**src/rtl/riscv_pkg.sv**
```systemverilog
// ============================================================================
// Module : riscv_pkg
// Brief  : RV32I constants and the IF/ID register record.
// Rev    : 1.0  initial release
// ============================================================================
`default_nettype none

package riscv_pkg;

  localparam logic [31:0] NOP_INSTR = 32'h0000_0013;  // addi x0,x0,0

  localparam logic [6:0] OPCODE_LUI    = 7'b0110111;
  localparam logic [6:0] OPCODE_AUIPC  = 7'b0010111;
  localparam logic [6:0] OPCODE_JAL    = 7'b1101111;
  localparam logic [6:0] OPCODE_JALR   = 7'b1100111;
  localparam logic [6:0] OPCODE_BRANCH = 7'b1100011;
  localparam logic [6:0] OPCODE_LOAD   = 7'b0000011;
  localparam logic [6:0] OPCODE_STORE  = 7'b0100011;
  localparam logic [6:0] OPCODE_OP_IMM = 7'b0010011;
  localparam logic [6:0] OPCODE_OP     = 7'b0110011;

  localparam logic [2:0] F3_BEQ  = 3'b000;
  localparam logic [2:0] F3_BNE  = 3'b001;
  localparam logic [2:0] F3_BLT  = 3'b100;
  localparam logic [2:0] F3_BGE  = 3'b101;
  localparam logic [2:0] F3_BLTU = 3'b110;
  localparam logic [2:0] F3_BGEU = 3'b111;
  localparam logic [2:0] F3_ADD  = 3'b000;
  localparam logic [2:0] F3_SLL  = 3'b001;
  localparam logic [2:0] F3_SLT  = 3'b010;
  localparam logic [2:0] F3_SLTU = 3'b011;
  localparam logic [2:0] F3_XOR  = 3'b100;
  localparam logic [2:0] F3_SR   = 3'b101;
  localparam logic [2:0] F3_OR   = 3'b110;
  localparam logic [2:0] F3_AND  = 3'b111;

  typedef struct packed {
    logic [31:0] pc;
    logic [31:0] instr;
    logic        valid;
  } if_id_t;

endpackage

`default_nettype wire

```
**src/rtl/if_id_fetch_stage_pc_reg.sv**
```systemverilog
// ============================================================================
// Module : if_id_fetch_stage_pc_reg
// Brief  : Program counter with hold / +4 / word-aligned redirect selection.
// Rev    : 1.0  initial release
// ============================================================================
`default_nettype none

module if_id_fetch_stage_pc_reg
  import riscv_pkg::*;
#(
  parameter logic [31:0] RESET_PC = 32'h0000_0000
) (
  input  logic        clk_i,
  input  logic        rst_i,
  input  logic        hold_i,
  input  logic        redirect_i,
  input  logic [31:0] target_i,
  output logic [31:0] pc_o
);

  logic [31:0] pc_q;
  logic [31:0] pc_d;

  // Hold wins over redirect so a stalled branch is never resolved early.
  always_comb begin
    pc_d = pc_q;
    if (hold_i) begin
      pc_d = pc_q;
    end else if (redirect_i) begin
      pc_d = {target_i[31:2], 2'b00};
    end else begin
      pc_d = pc_q + 32'd4;
    end
  end

  always_ff @(posedge clk_i or negedge rst_i) begin
    if (!rst_i) begin
      pc_q <= RESET_PC;
    end else begin
      pc_q <= pc_d;
    end
  end

  assign pc_o = pc_q;

endmodule

`default_nettype wire

```
**src/rtl/if_id_fetch_stage.sv**
```systemverilog
// ============================================================================
// Module : if_id_fetch_stage
// Brief  : RV32I fetch stage, IF/ID pipeline register and fetch/bubble counters.
// Rev    : 1.0  initial release
// ============================================================================
`default_nettype none

module if_id_fetch_stage
  import riscv_pkg::*;
#(
  parameter int          XLEN      = 32,
  parameter logic [31:0] RESET_PC  = 32'h0000_0000,
  parameter logic [31:0] NOP_INSTR = riscv_pkg::NOP_INSTR
) (
  input  logic            clk_i,
  input  logic            rst_i,
  input  logic            start_i,
  input  logic            stall_i,
  input  logic            flush_i,
  input  logic [XLEN-1:0] branch_target_i,
  output logic [XLEN-1:0] imem_addr_o,
  input  logic [XLEN-1:0] imem_data_i,
  output logic [XLEN-1:0] pc_o,
  output logic [XLEN-1:0] instr_o,
  output logic            valid_o,
  output logic [XLEN-1:0] fetch_cnt_o,
  output logic [XLEN-1:0] bubble_cnt_o
);

  logic        pc_hold;
  logic [31:0] pc;

  if_id_t      if_id_q;
  if_id_t      if_id_d;
  logic [31:0] fetch_cnt_q;
  logic [31:0] fetch_cnt_d;
  logic [31:0] bubble_cnt_q;
  logic [31:0] bubble_cnt_d;

  assign pc_hold = !start_i || stall_i;

  if_id_fetch_stage_pc_reg #(
    .RESET_PC (RESET_PC)
  ) u_pc_reg (
    .clk_i      (clk_i),
    .rst_i      (rst_i),
    .hold_i     (pc_hold),
    .redirect_i (flush_i),
    .target_i   (branch_target_i),
    .pc_o       (pc)
  );

  // Priority: idle bubble, then stall hold, then flush bubble, then fetch.
  always_comb begin
    if_id_d      = if_id_q;
    fetch_cnt_d  = fetch_cnt_q;
    bubble_cnt_d = bubble_cnt_q;
    if (!start_i) begin
      if_id_d      = '{pc: 32'd0, instr: NOP_INSTR, valid: 1'b0};
      bubble_cnt_d = bubble_cnt_q + 32'd1;
    end else if (stall_i) begin
      if_id_d = if_id_q;
    end else if (flush_i) begin
      if_id_d      = '{pc: 32'd0, instr: NOP_INSTR, valid: 1'b0};
      bubble_cnt_d = bubble_cnt_q + 32'd1;
    end else begin
      if_id_d     = '{pc: pc, instr: imem_data_i, valid: 1'b1};
      fetch_cnt_d = fetch_cnt_q + 32'd1;
    end
  end

  always_ff @(posedge clk_i or negedge rst_i) begin
    if (!rst_i) begin
      if_id_q      <= '{pc: 32'd0, instr: NOP_INSTR, valid: 1'b0};
      fetch_cnt_q  <= 32'd0;
      bubble_cnt_q <= 32'd0;
    end else begin
      if_id_q      <= if_id_d;
      fetch_cnt_q  <= fetch_cnt_d;
      bubble_cnt_q <= bubble_cnt_d;
    end
  end

  assign imem_addr_o  = pc;
  assign pc_o         = if_id_q.pc;
  assign instr_o      = if_id_q.instr;
  assign valid_o      = if_id_q.valid;
  assign fetch_cnt_o  = fetch_cnt_q;
  assign bubble_cnt_o = bubble_cnt_q;

endmodule

`default_nettype wire

```
**config.mk**
```make
export PLATFORM = sky130hd
export DESIGN_NAME = if_id_fetch_stage
export DESIGN_NICKNAME = d
export VERILOG_FILES = /design/src/rtl/riscv_pkg.sv /design/src/rtl/if_id_fetch_stage_pc_reg.sv /design/src/rtl/if_id_fetch_stage.sv
export SDC_FILE = /design/constraint.sdc
export NUM_CORES = 1
export LEC_CHECK = 0
export BUFFER_PORTS_ARGS = -buffer_cell sky130_fd_sc_hd__clkbuf_2
export CAP_MARGIN = 10
export CORE_MARGIN = 2
export CORE_UTILIZATION = 36
export CTS_CLUSTER_DIAMETER = 150
export DETAILED_ROUTE_END_ITERATION = 10
export GPL_ROUTABILITY_DRIVEN = 0
export GPL_TIMING_DRIVEN = 0
export PLACE_DENSITY = 0.63
export SLEW_MARGIN = 25
export SYNTH_ARGS = -nofsm -noshare
export SYNTH_HDL_FRONTEND = slang
export SYNTH_HIERARCHICAL = 1
export SYNTH_SLANG_ARGS = --single-unit
```
**constraint.sdc**
```tcl
create_clock -name clk_i -period 2.15 [get_ports clk_i]
set_input_delay 0 -clock clk_i [delete_from_list [all_inputs] [get_ports clk_i]]
set_output_delay 0 -clock clk_i [all_outputs]
set_load 0.005 [all_outputs]
```
[Yosys cells after proc, flatten, opt, wreduce, memory -nomap -nowiden]
Cells that the tools add are included.
Operators by class
  add/sub/neg operators: 3
  multiply operators: 0
  div/mod/pow operators: 0
  magnitude comparators: 0
  equality and inequality tests: 2
  shift operators: 0
  multiplexer cells: 7
  bitwise operators: 2
  reduce and logical (&&, ||, !) cells: 4
Operators by type and width (number)
  two-way mux 65 bit: 3
  two-way mux 32 bit: 4
  adder 32 x 1 -> 32 bit, second input constant: 2
  adder 32 x 3 -> 32 bit, second input constant: 1
  AND reduction 3 bit: 1
  inequality test 2 x 1 -> 1 bit, second input constant: 1
  inequality test 2 bit, second input constant: 1
  NOT 1 bit: 2
  AND reduction 2 bit: 1
  zero test 1 bit: 1
  logical OR 1 bit: 1
Word-level totals
  bits in registers: 161
  latch bits: 0
  memory bits (writable): 0
  ROM bits: 0
  input bits: 69
  output and inout port bits: 161
  word-level logic and storage cells: 24
  memories kept: 0

[Logic depth before layout (Yosys ltp)]
  word-level depth: 4
  depth in mapped cells: 8
  gate-level depth less buffers: 6

[Cells and area by module]
The synthesis kept the hierarchy.
Modules (own cells, without submodules)
  if_id_fetch_stage: times used 1, cells an instance 416, area an instance 5207.5 um^2, sequential area each 3231.8 um^2
  if_id_fetch_stage_pc_reg: times used 1, cells an instance 240, area an instance 1990.7 um^2, sequential area each 750.7 um^2

[Worst setup path after synthesis]
Ideal clock, no wire load.
  path kind: register to register
  from: register u_pc_reg.pc_q[2], in the netlist u_pc_reg/pc_o[2]
  to: register u_pc_reg.pc_q[28], in the netlist u_pc_reg/pc_o[28]
  library setup time: 69 ps
  data arrival time: 1821 ps
  required time: 2081 ps
  setup slack: 259 ps
  stages on the path, launching flop included: 7
  buffers on the path: 0
  clock period less this slack: 1891 ps
  cell sequence: dfrtp_1 -> ha_1 -> nand3_4 -> nor4_4 -> nand4_1 -> or3_1 -> nand3_1
On the way
  word-level cells in the longest chain between the ends: 2
RTL lines
  start: declaration: RTL line if_id_fetch_stage_pc_reg.sv:21  | logic [31:0] pc_q;
  start signal: assignment: RTL line if_id_fetch_stage_pc_reg.sv:40  | pc_q <= pc_d;
  adder 32 x 3 -> 32 bit: RTL line if_id_fetch_stage_pc_reg.sv:32  | pc_d = pc_q + 32'd4;
  two-way mux 32 bit: RTL line if_id_fetch_stage_pc_reg.sv:29  | end else if (redirect_i) begin
No other way between the ends.
A chain may end at the register's enable or synchronous reset.

[Worst setup path in the final report]
  from: register fetch_cnt_q[13], in the netlist fetch_cnt_o[13]
  to: register fetch_cnt_q[31], in the netlist fetch_cnt_o[31]
On the way
  word-level cells in the longest chain between the ends: 1
RTL lines
  start: declaration: RTL line if_id_fetch_stage.sv:35  | logic [31:0] fetch_cnt_q;
  start signal: assignment: RTL line if_id_fetch_stage.sv:79  | fetch_cnt_q <= fetch_cnt_d;
  adder 32 x 1 -> 32 bit: RTL line if_id_fetch_stage.sv:68  | fetch_cnt_d = fetch_cnt_q + 32'd1;
No other way between the ends.

==> out/metrics.cfg <==
[logic_synthesis]
muxShareOfSynthArea_pct=1.15
synth_warnings=6
synth_area_leader_cell=dfrtp_1
avgSynthCellArea_um2=11.0
synthMostInstantiatedCell=dfrtp_1
synth_top_family_by_area=simple AND/OR/NAND/NOR gates
synth_edf_count=0
synth_cell_types=57
syn_inst=656
ys.flop_type=dfrtp_1
synth_common_cells=dfrtp_1, a22o_1, nand2_1
ys_seq_elements=159
synthSimpleGateAreaFrac_pct=18.7
ys_seq_area_share_pct=55.3
yosys.area_share.xor_xnor_pct=7.65
synth-adder-area-share_pct=0.521
yosysTopAreaCellShare_pct=54.2
syn_area_mm2=0.00720
synth_compound_gate_area_share_pct=13.7
ys_top_cells_by_area=dfrtp_1, a22o_1, xnor2_1
async_flop_share_pct=100

[final_layout]
nNetsFinal=1043
n_antenna_cell=0
area_delta_synth_final_pct=39.9
fin_area_mm2=0.0101
n_fill_cell=1795
layout-drive-gt1-share_pct=29.6
regArea_mm2=0.00398
multi_input_comb_area_mm2=0.00305

[floorplanning]
die_height_um=145
start_util_pct=36.9
top_level_ports=230
die_w_um=145
num_rows=51
die-area_mm2=0.0211
core-area_mm2=0.0195

[grt]
grt_max_degree=71
grt_pass1_wl_um=34600
grt-ovfl-total=0
antenna_found_initial=0
grt_pass1_vias=6319
grt_usage_pct=20.3

[clock_tree]
clock_latency_ps=430
cts_tree=built
cts_sinks=159
clockBufferDepth=2
htree_levels=4
cts_inserted_buffers=17
cts_root_buffer=clkbuf_16
clk_pin_slew_worst_paths_ps=70

[worst_setup_path]
worstPathArrival_ps=2330
crit_family=simple AND/OR/NAND/NOR gates
crit_required_ps=2460
path_depth=5
end_kind=register
path_class=register to register
reg2reg_depth=5
crit_chain=and4_1, clkbuf_1, nand4_1, or3_4, xnor2_2
critical_path.max_stage_delay_ps=520
cp_slowest_cell=or3_4
start_kind=register
path_max_fanout=9
critical_path_buf_inv_count=1

[outcome]
status=finished clean

[timing]
fin_crit_ps=2020
slew_violations=0
fmax_mhz=494
finalClockSkew_ps=13.8
tightest_slew_ps=808
finalCritPeriodShare_pct=94.1
finalSetupViolCount=0
relSlewSlack_pct=45.9
whs_ps=26.5
final_hold_viol_count=0
rsz0062_at_grt=no

[route]
post_drt_wl_per_cell_um=17.1
vias=6538
first_iter_violations=316
antenna_left=0
routed_via_density=5.23
drc=0
firstDrtPassIters=5
wl_um=21400

[power_and_ir_drop]
powerDensity_mw_per_mm2=805
p_leak_nw=4.82
vdd_drop_max_v=0.000487

[placed_design]
dp_hpwl_um=14500
placed_area_mm2=0.00872
port-buffer-count=225

[worst_hold_path]
min_path_cells=3
hold_class=primary input to register

[job]
maxCapViolations=0

==> area by class of cell <==
type	instances	area share, %
multi-input cells	453	30.3
flip-flops and latches	159	39.6
clock buffers	18	4.36
well taps	265	3.29
plain buffers	37	1.81
inverters	8	0.298
clock inverters	14	1.89
repair buffers	295	18.5
==> power by group <==
part / switching, mW / internal, mW
clock: 1.36 / 1.91
combinational: 0.604 / 0.596
sequential: 0.390 / 3.25
==> per-layer routing <==
metal | share of wire [%] | global-route usage [%]
met1 | 46 | 28.7
met2 | 48 | 31.5
met3 | 4.3 | 3.57
met4 | 2.4 | 7.70
met5 | 0 | 0
==> per-stage QoR <==
step | instances | TNS (ps) | setup slack (ps) | power, mW | util (%)
final | 1249 | 0 | 126 | 8.10 | 51.6
after global routing | 1249 | 0 | 1.22 | 8.50 | 51.6
after CTS | 1249 | 0 | 124 | 8.17 | 51.4
after detailed placement | 1149 | -570 | -130 | 4.77 | 44.7
after global placement | 1147 | -284880 | -1830 | 4.74 | 44.3
after floorplan | 657 | 0 | 259 | 4.13 | -
==> sequential cells by signal (all words and copies together) (netlist names) <==
| signal | flops |
|---|---|
| fetch_cnt_o | 32 |
| pc_o | 32 |
| bubble_cnt_o | 32 |
| instr_o | 32 |
| u_pc_reg/pc_o | 30 |
| valid_o | 1 |
==> cell usage in the layout, fill, tap and decap left out, types with 16 or more instances in the layout <==
cell type,instances
xor2_1,18
o21ai_0,16
nand3_1,48
clkbuf_1,26
xnor2_1,43
dlygate4sd3_1,65
a22oi_1,18
dfrtp_1,156
nor3_1,20
a22o_1,61
nor2_1,30
nand2_1,58
clkbuf_2,225
nand4_1,37
clkbuf_16,17
==> worst min-delay path: stages <==
cell and delay (ps):
clkbuf_2 120, nand2_1 120, o22a_1 200
==> path summary, 6_finish.rpt <==
check                                               end  slack [ps]                         start
hold reg to reg            bubble_cnt_o[31]$_DFFE_PN0P_         480  bubble_cnt_o[31]$_DFFE_PN0P_
min in group asynchronous    fetch_cnt_o[6]$_DFFE_PN0P_         550                         rst_i
setup / recovery            fetch_cnt_o[31]$_DFFE_PN0P_         130   fetch_cnt_o[13]$_DFFE_PN0P_
setup reg to reg            fetch_cnt_o[31]$_DFFE_PN0P_         130   fetch_cnt_o[13]$_DFFE_PN0P_
hold / removal                   instr_o[4]$_DFFE_PN1N_          30                       stall_i
max in group asynchronous       instr_o[12]$_DFFE_PN0N_         710                         rst_i
==> cells by family after synthesis <==
family	count (synthesis)
muxes	8
adders and majority gates	3
AOI/OAI and AO/OA	129
xor gates and xnor gates	62
and+or+nand+nor	249
DFF	159
other	1
buffers and inverters	45
==> timing repair <==
action / in CTS / in global routing
gates resized for setup: 1 / 3
setup buffers: 3 / 0
pin swaps: 1 / 1
endpoints found under the hold margin: 219 / 0
hold buffers: 65 / 0
setup endpoints to repair: 8 / 3
Note: power is estimated with default switching activity, not from simulation.
